$ cat config.mk
export PLATFORM = sky130hd
export DESIGN_NAME = debug_trace_monitor
export DESIGN_NICKNAME = d
export VERILOG_FILES = /design/src/rtl/soc_debug_pkg.sv /design/src/rtl/pc_history_buf.sv /design/src/rtl/debug_trace_monitor.sv
export SDC_FILE = /design/constraint.sdc
export NUM_CORES = 2
export LEC_CHECK = 0
export CORE_ASPECT_RATIO = 1.5
export CORE_MARGIN = 1.5
export CORE_UTILIZATION = 24
export CTS_CLUSTER_DIAMETER = 60
export CTS_CLUSTER_SIZE = 40
export DETAILED_ROUTE_END_ITERATION = 6
export GPL_ROUTABILITY_DRIVEN = 0
export MAX_ROUTING_LAYER = met4
export PLACE_DENSITY_LB_ADDON = 0.2
export SYNTH_ARGS = -nofsm -noshare
export SYNTH_HDL_FRONTEND = slang
export SYNTH_SLANG_ARGS = --single-unit
$ cat constraint.sdc
create_clock -name clk -period 9.55 [get_ports clk]
set_input_delay 1.91 -clock clk [delete_from_list [all_inputs] [get_ports clk]]
set_output_delay 1.91 -clock clk [all_outputs]
set_load 0.01 [all_outputs]
$ cat src/rtl/soc_debug_pkg.sv
// Shared constants, reason codes and FSM encoding for the debug trace monitor.
// Latency: n/a (declarations only).
// Backpressure: n/a.
package soc_debug_pkg;

    localparam logic [31:0] NOP_INSTR = 32'h0000_0013;

    localparam logic [2:0] REASON_NONE    = 3'd0;
    localparam logic [2:0] REASON_LOOP1   = 3'd1;
    localparam logic [2:0] REASON_LOOP2   = 3'd2;
    localparam logic [2:0] REASON_LOOP3   = 3'd3;
    localparam logic [2:0] REASON_LOOP4   = 3'd4;
    localparam logic [2:0] REASON_TIMEOUT = 3'd7;

    typedef enum logic [1:0] {
        IDLE = 2'd0,
        RUN  = 2'd1,
        DONE = 2'd2
    } state_t;

    // Consecutive matches needed before a period-p loop is declared.
    function automatic logic [3:0] loop_fire_count(input int unsigned period);
        return (period == 1) ? 4'd3 : 4'(2 * period);
    endfunction

endpackage

$ cat src/rtl/pc_history_buf.sv
// Circular PC history with four lookback taps plus the previous instruction word.
// Latency: writes land at the clock edge; taps are combinational from the stored state.
// Backpressure: none; wr_en is a pure qualifier, clr has priority over wr_en.
module pc_history_buf #(
    parameter int HIST_DEPTH = 16
) (
    input  logic                          clk,
    input  logic                          rst_n,
    input  logic                          clr,
    input  logic                          wr_en,
    input  logic [31:0]                   wr_pc,
    input  logic [31:0]                   wr_instr,
    output logic [$clog2(HIST_DEPTH):0]   fill,
    output logic [4:1][31:0]              tap_pc,
    output logic [31:0]                   prev_instr
);

    localparam int PTR_W  = $clog2(HIST_DEPTH);
    localparam int FILL_W = PTR_W + 1;

    logic [31:0]      mem [HIST_DEPTH];
    logic [PTR_W-1:0] wr_ptr;

    // Storage needs no reset: entries are only trusted up to the fill count.
    always_ff @(posedge clk) begin
        if (wr_en && !clr) begin
            mem[wr_ptr] <= wr_pc;
        end
    end

    always_ff @(posedge clk or negedge rst_n) begin
        if (!rst_n) begin
            wr_ptr     <= '0;
            fill       <= '0;
            prev_instr <= '0;
        end else if (clr) begin
            wr_ptr     <= '0;
            fill       <= '0;
            prev_instr <= '0;
        end else if (wr_en) begin
            wr_ptr     <= wr_ptr + PTR_W'(1);
            prev_instr <= wr_instr;
            if (fill != FILL_W'(HIST_DEPTH)) begin
                fill <= fill + FILL_W'(1);
            end
        end
    end

    always_comb begin
        tap_pc = '0;
        for (int p = 1; p <= 4; p++) begin
            tap_pc[p] = mem[wr_ptr - PTR_W'(p)];
        end
    end

endmodule

$ cat src/rtl/debug_trace_monitor.sv
// Run monitor on the SoC debug port: counts cycles/retired instrs, stops on a tight loop or timeout.
// Latency: done/done_pulse/results register on the terminating sample edge (visible next cycle).
// Backpressure: none; enable pauses sampling, clear restarts, DONE holds until clear.
module debug_trace_monitor #(
    parameter int          CNT_W          = 32,
    parameter int          HIST_DEPTH     = 16,
    parameter int          TIMEOUT_CYCLES = 20000,
    parameter logic [31:0] NOP_INSTR      = 32'h0000_0013
) (
    input  logic             clk,
    input  logic             rst_n,
    input  logic             enable,
    input  logic             clear,
    input  logic [31:0]      debug_pc,
    input  logic [31:0]      debug_instr,
    input  logic             debug_stall,
    output logic             done,
    output logic             done_pulse,
    output logic [2:0]       done_reason,
    output logic [31:0]      loop_pc,
    output logic [CNT_W-1:0] cycle_count,
    output logic [CNT_W-1:0] instr_count
);

    import soc_debug_pkg::*;

    localparam int               FILL_W      = $clog2(HIST_DEPTH) + 1;
    localparam logic [CNT_W-1:0] TIMEOUT_VAL = CNT_W'(TIMEOUT_CYCLES);

    state_t             state;
    logic               sample;
    logic [FILL_W-1:0]  fill;
    logic [4:1][31:0]   tap_pc;
    logic [31:0]        prev_instr;
    logic [4:1]         tap_vld;
    logic [4:1]         match;
    logic [4:1]         fire;
    logic [3:0]         mcnt [4:1];
    logic [CNT_W-1:0]   cyc_next;
    logic [CNT_W-1:0]   ins_next;
    logic               retire;
    logic               timeout_hit;
    logic [2:0]         fire_reason;

    assign sample = enable && !clear && (state != DONE);
    assign done   = (state == DONE);

    pc_history_buf #(
        .HIST_DEPTH (HIST_DEPTH)
    ) u_hist (
        .clk        (clk),
        .rst_n      (rst_n),
        .clr        (clear),
        .wr_en      (sample),
        .wr_pc      (debug_pc),
        .wr_instr   (debug_instr),
        .fill       (fill),
        .tap_pc     (tap_pc),
        .prev_instr (prev_instr)
    );

    // Detectors compare against history as it stood before this sample's write.
    always_comb begin
        tap_vld = '0;
        match   = '0;
        fire    = '0;
        for (int p = 1; p <= 4; p++) begin
            tap_vld[p] = (fill >= FILL_W'(p));
            match[p]   = tap_vld[p] && (debug_pc == tap_pc[p]);
        end
        match[1] = match[1] && (debug_instr == prev_instr);
        for (int p = 1; p <= 4; p++) begin
            fire[p] = match[p] && (mcnt[p] >= (loop_fire_count(p) - 4'd1));
        end
    end

    always_comb begin
        retire      = (debug_instr != NOP_INSTR) && !debug_stall;
        cyc_next    = (cycle_count == '1) ? cycle_count : cycle_count + CNT_W'(1);
        ins_next    = (retire && (instr_count != '1)) ? instr_count + CNT_W'(1) : instr_count;
        timeout_hit = (TIMEOUT_CYCLES != 0) && (cyc_next == TIMEOUT_VAL);
        fire_reason = REASON_NONE;
        if (fire[1])          fire_reason = REASON_LOOP1;
        else if (fire[2])     fire_reason = REASON_LOOP2;
        else if (fire[3])     fire_reason = REASON_LOOP3;
        else if (fire[4])     fire_reason = REASON_LOOP4;
        else if (timeout_hit) fire_reason = REASON_TIMEOUT;
    end

    always_ff @(posedge clk or negedge rst_n) begin
        if (!rst_n) begin
            state       <= IDLE;
            done_pulse  <= 1'b0;
            done_reason <= REASON_NONE;
            loop_pc     <= '0;
            cycle_count <= '0;
            instr_count <= '0;
            for (int p = 1; p <= 4; p++) mcnt[p] <= '0;
        end else if (clear) begin
            state       <= IDLE;
            done_pulse  <= 1'b0;
            done_reason <= REASON_NONE;
            loop_pc     <= '0;
            cycle_count <= '0;
            instr_count <= '0;
            for (int p = 1; p <= 4; p++) mcnt[p] <= '0;
        end else begin
            done_pulse <= 1'b0;
            if (sample) begin
                state       <= RUN;
                cycle_count <= cyc_next;
                instr_count <= ins_next;
                for (int p = 1; p <= 4; p++) begin
                    if (!match[p])            mcnt[p] <= '0;
                    else if (mcnt[p] != 4'hF) mcnt[p] <= mcnt[p] + 4'd1;
                end
                if (fire_reason != REASON_NONE) begin
                    state       <= DONE;
                    done_pulse  <= 1'b1;
                    done_reason <= fire_reason;
                    loop_pc     <= debug_pc;
                end
            end
        end
    end

endmodule

==> metrics.yaml <==
vias_per_cell: 5.52
cts_buffers: 57
drc: 0
rr_worst_depth: 15
die_w_um: 348
drv_slew: 0
clk_latency_ps: 720
io_buffers: 169
cts_setup_buffers: 0
synth_top_area_share_pct: 35.9
status: "complete, no violations"
ir_drop_mv: 0.124
cts_resized: 0
area_delta_synth_final_pct: 15.3
yosys.area.top_type: "edfxtp_1"
fmax_mhz: 138
core-area_um2: 177000
grt_max_degree: 102
multiInputGateArea_um2: 22200
overflow: 0
regToRegSetupSlack_ps: 2290
relSlewSlack_pct: 12.1
tns_ps: 0
skew_ps: 55.3
endpoint: "loop_pc[11]"
final_cells: 5690
cts_buffer_depth: 3
cp-end-kind: "register"
num_vias: 31400
die_h_um: 520
critical_path_class: "reg -> reg"
reg2reg_from: "u_hist.wr_ptr[2]"
power.density_nw_per_um2: 147
cts_sinks: 671
cts_max_level: 2
drive_gt1_share_pct: 21.0
grt_pass1_vias: 31300
synth_nets: 3342
dp_slack_ps: 2330
fillCellCount: 18000
power_mw: 7.27
path_clk_slew_ps: 80
ant_nets: 0
drtIter0Drc: 3008
synth_cell_types: 82
clockRootBuffer: "clkbuf_16"
grt_pass1_wl_um: 253000
nets: 3437
hold_viol: 0
ys_seq_area_share_pct: 45.3
grt.total_usage_pct: 20.3
crit_required_ps: 10150
dieArea_um2: 181000
antenna_found_initial: 8
finalInstanceArea_um2: 49300
hold_path.class: "reg -> reg"
syn-instance-count: 3247
io_pins: 170
finish.utilization_pct: 27.9
crit_arrival_ps: 7860
yosys_warnings: 0
start_kind: "register"
ys_async_sr_fraction_pct: 23.7
cts_tree: "yes"
initial_core_util_pct: 24.2
worst_pin_slew_ps: 1310
hold_slack_ps: 498
yosysMostFrequentCell: "edfxtp_1"
rsz0062_at_grt: "no"
post_dp_cell_area_um2: 47300
regArea_um2: 19400
power.leakage_nw: 16.2
synth_edf_count: 512
r2r-end: "loop_pc[11]"
num_rows: 189
min_period_ps: 7260
synth_area_leaders: "edfxtp_1 (36%), mux4_2 (21%), dfrtp_1 (9.3%)"
hpwlAfterDp_um: 127000
finalSetupViolations: 0
synth_area_um2: 42800
synthFlopType: "edfxtp_1"
synth_common_cells: "edfxtp_1 (512), mux4_2 (407), mux2i_1 (296), nand2_1 (280), dfrtp_1 (159)"
drt_wl_total_um: 183000
cts_hold_buf: 0
numPlacedInstances: 5575
dr.pass1.iters: 6
wl_per_cell_um: 32.1
setup_ws_ps: 2290
crit_fanout: 29
maxCapViolCount: 0
syn_area_per_cell_um2: 13.2
period_share_pct: 76.0
startpoint: "u_hist.wr_ptr[2]"
ys_seq_elements: 671
critical path, cell delays in order, from the launching register on:
cell and delay (ps):
dfrtp_4 860, clkinv_1 720, ha_2 940, buf_4 450, inv_2 190, buf_4 380
mux2i_1 590, mux2i_1 300, xnor2_1 320, nand4_1 120, or4b_2 710, or2_2 350
o31ai_1 490, o31ai_4 130, buf_4 290, o22ai_1 200
cell type report:
class | count | share of cell area [%]
Tap cell | 2292 | 5.81
Clock buffer | 62 | 3.04
Multi-Input combinational cell | 2250 | 44.9
Sequential cell | 671 | 39.3
Antenna cell | 7 | 0.0355
Clock inverter | 46 | 1.10
Timing Repair Buffer | 272 | 5.13
Inverter | 90 | 0.700
routing by layer:
layer,track usage (%),vias to the layer above,share of wire [%]
met5,-,-,0
met1,23.1,16500,38
li1,-,13100,-
met3,2.44,358,5.4
met2,34.2,1349,50
met4,11.9,0,6.9
kinds of logic (layout without fill, tap and decap cells):
logic type / count (synthesis) / count (layout) / share of synthesized area [%]
buffers and inverters: 326 / 470 / 3.45
adders and majority gates: 26 / 26 / 0.761
DFF: 671 / 671 / 45.3
other: 0 / 7 / 0
AOI/OAI and AO/OA: 359 / 359 / 5.84
and+or+nand+nor: 897 / 897 / 10.7
muxes: 739 / 739 / 29.3
xor gates and xnor gates: 229 / 229 / 4.73
report_power, final:
part / leakage [nW] / total [mW] / internal (mW) / switching (mW)
clock: 0.985 / 2.63 / 1.27 / 1.36
combinational: 8.43 / 1.44 / 0.528 / 0.916
sequential: 6.80 / 3.20 / 3.17 / 0.0305
total: 16.2 / 7.27 / 4.97 / 2.30
flip-flops by register name, indices dropped and copies added (netlist names):
register	cells
state	2
u_hist.fill	5
done_reason	3
u_hist.mem	512
u_hist.wr_ptr	4
mcnt	16
instr_count	32
cycle_count	32
done_pulse	1
u_hist.prev_instr	32
loop_pc	32
how the worst min path moves through the flow:
stage	from	to	slack [ps]	cells after the start
floorplan	state[1]	state[1]	450	2
global placement	state[1]	state[1]	460	2
detailed placement	state[1]	state[1]	480	2
CTS	state[1]	state[1]	500	2
global route	mcnt[15]	mcnt[15]	540	1
finish	state[1]	state[1]	500	2
cell usage in the layout (no fill, tap or decap), drive strengths merged, types with 16 or more instances in the layout:
cell           instances
a31oi                 26
nor3b                 16
xnor2                156
mux4                 407
clkdlybuf4s50        167
a22oi                 23
and2                  18
a32oi                 28
ha                    26
o21ai                 35
nor2                 122
nor3                  49
and3                  44
xor2                  73
clkinv                25
o211ai                16
clkbuf                63
inv                  105
mux2i                296
mux2                  36
buf                  104
dfrtp                159
nor4                  56
or3                   16
edfxtp               512
nand2                280
nand4                 74
a21oi                 83
nand3                129
o22ai                 40
No activity file was read; power rests on OpenSTA's default activity.
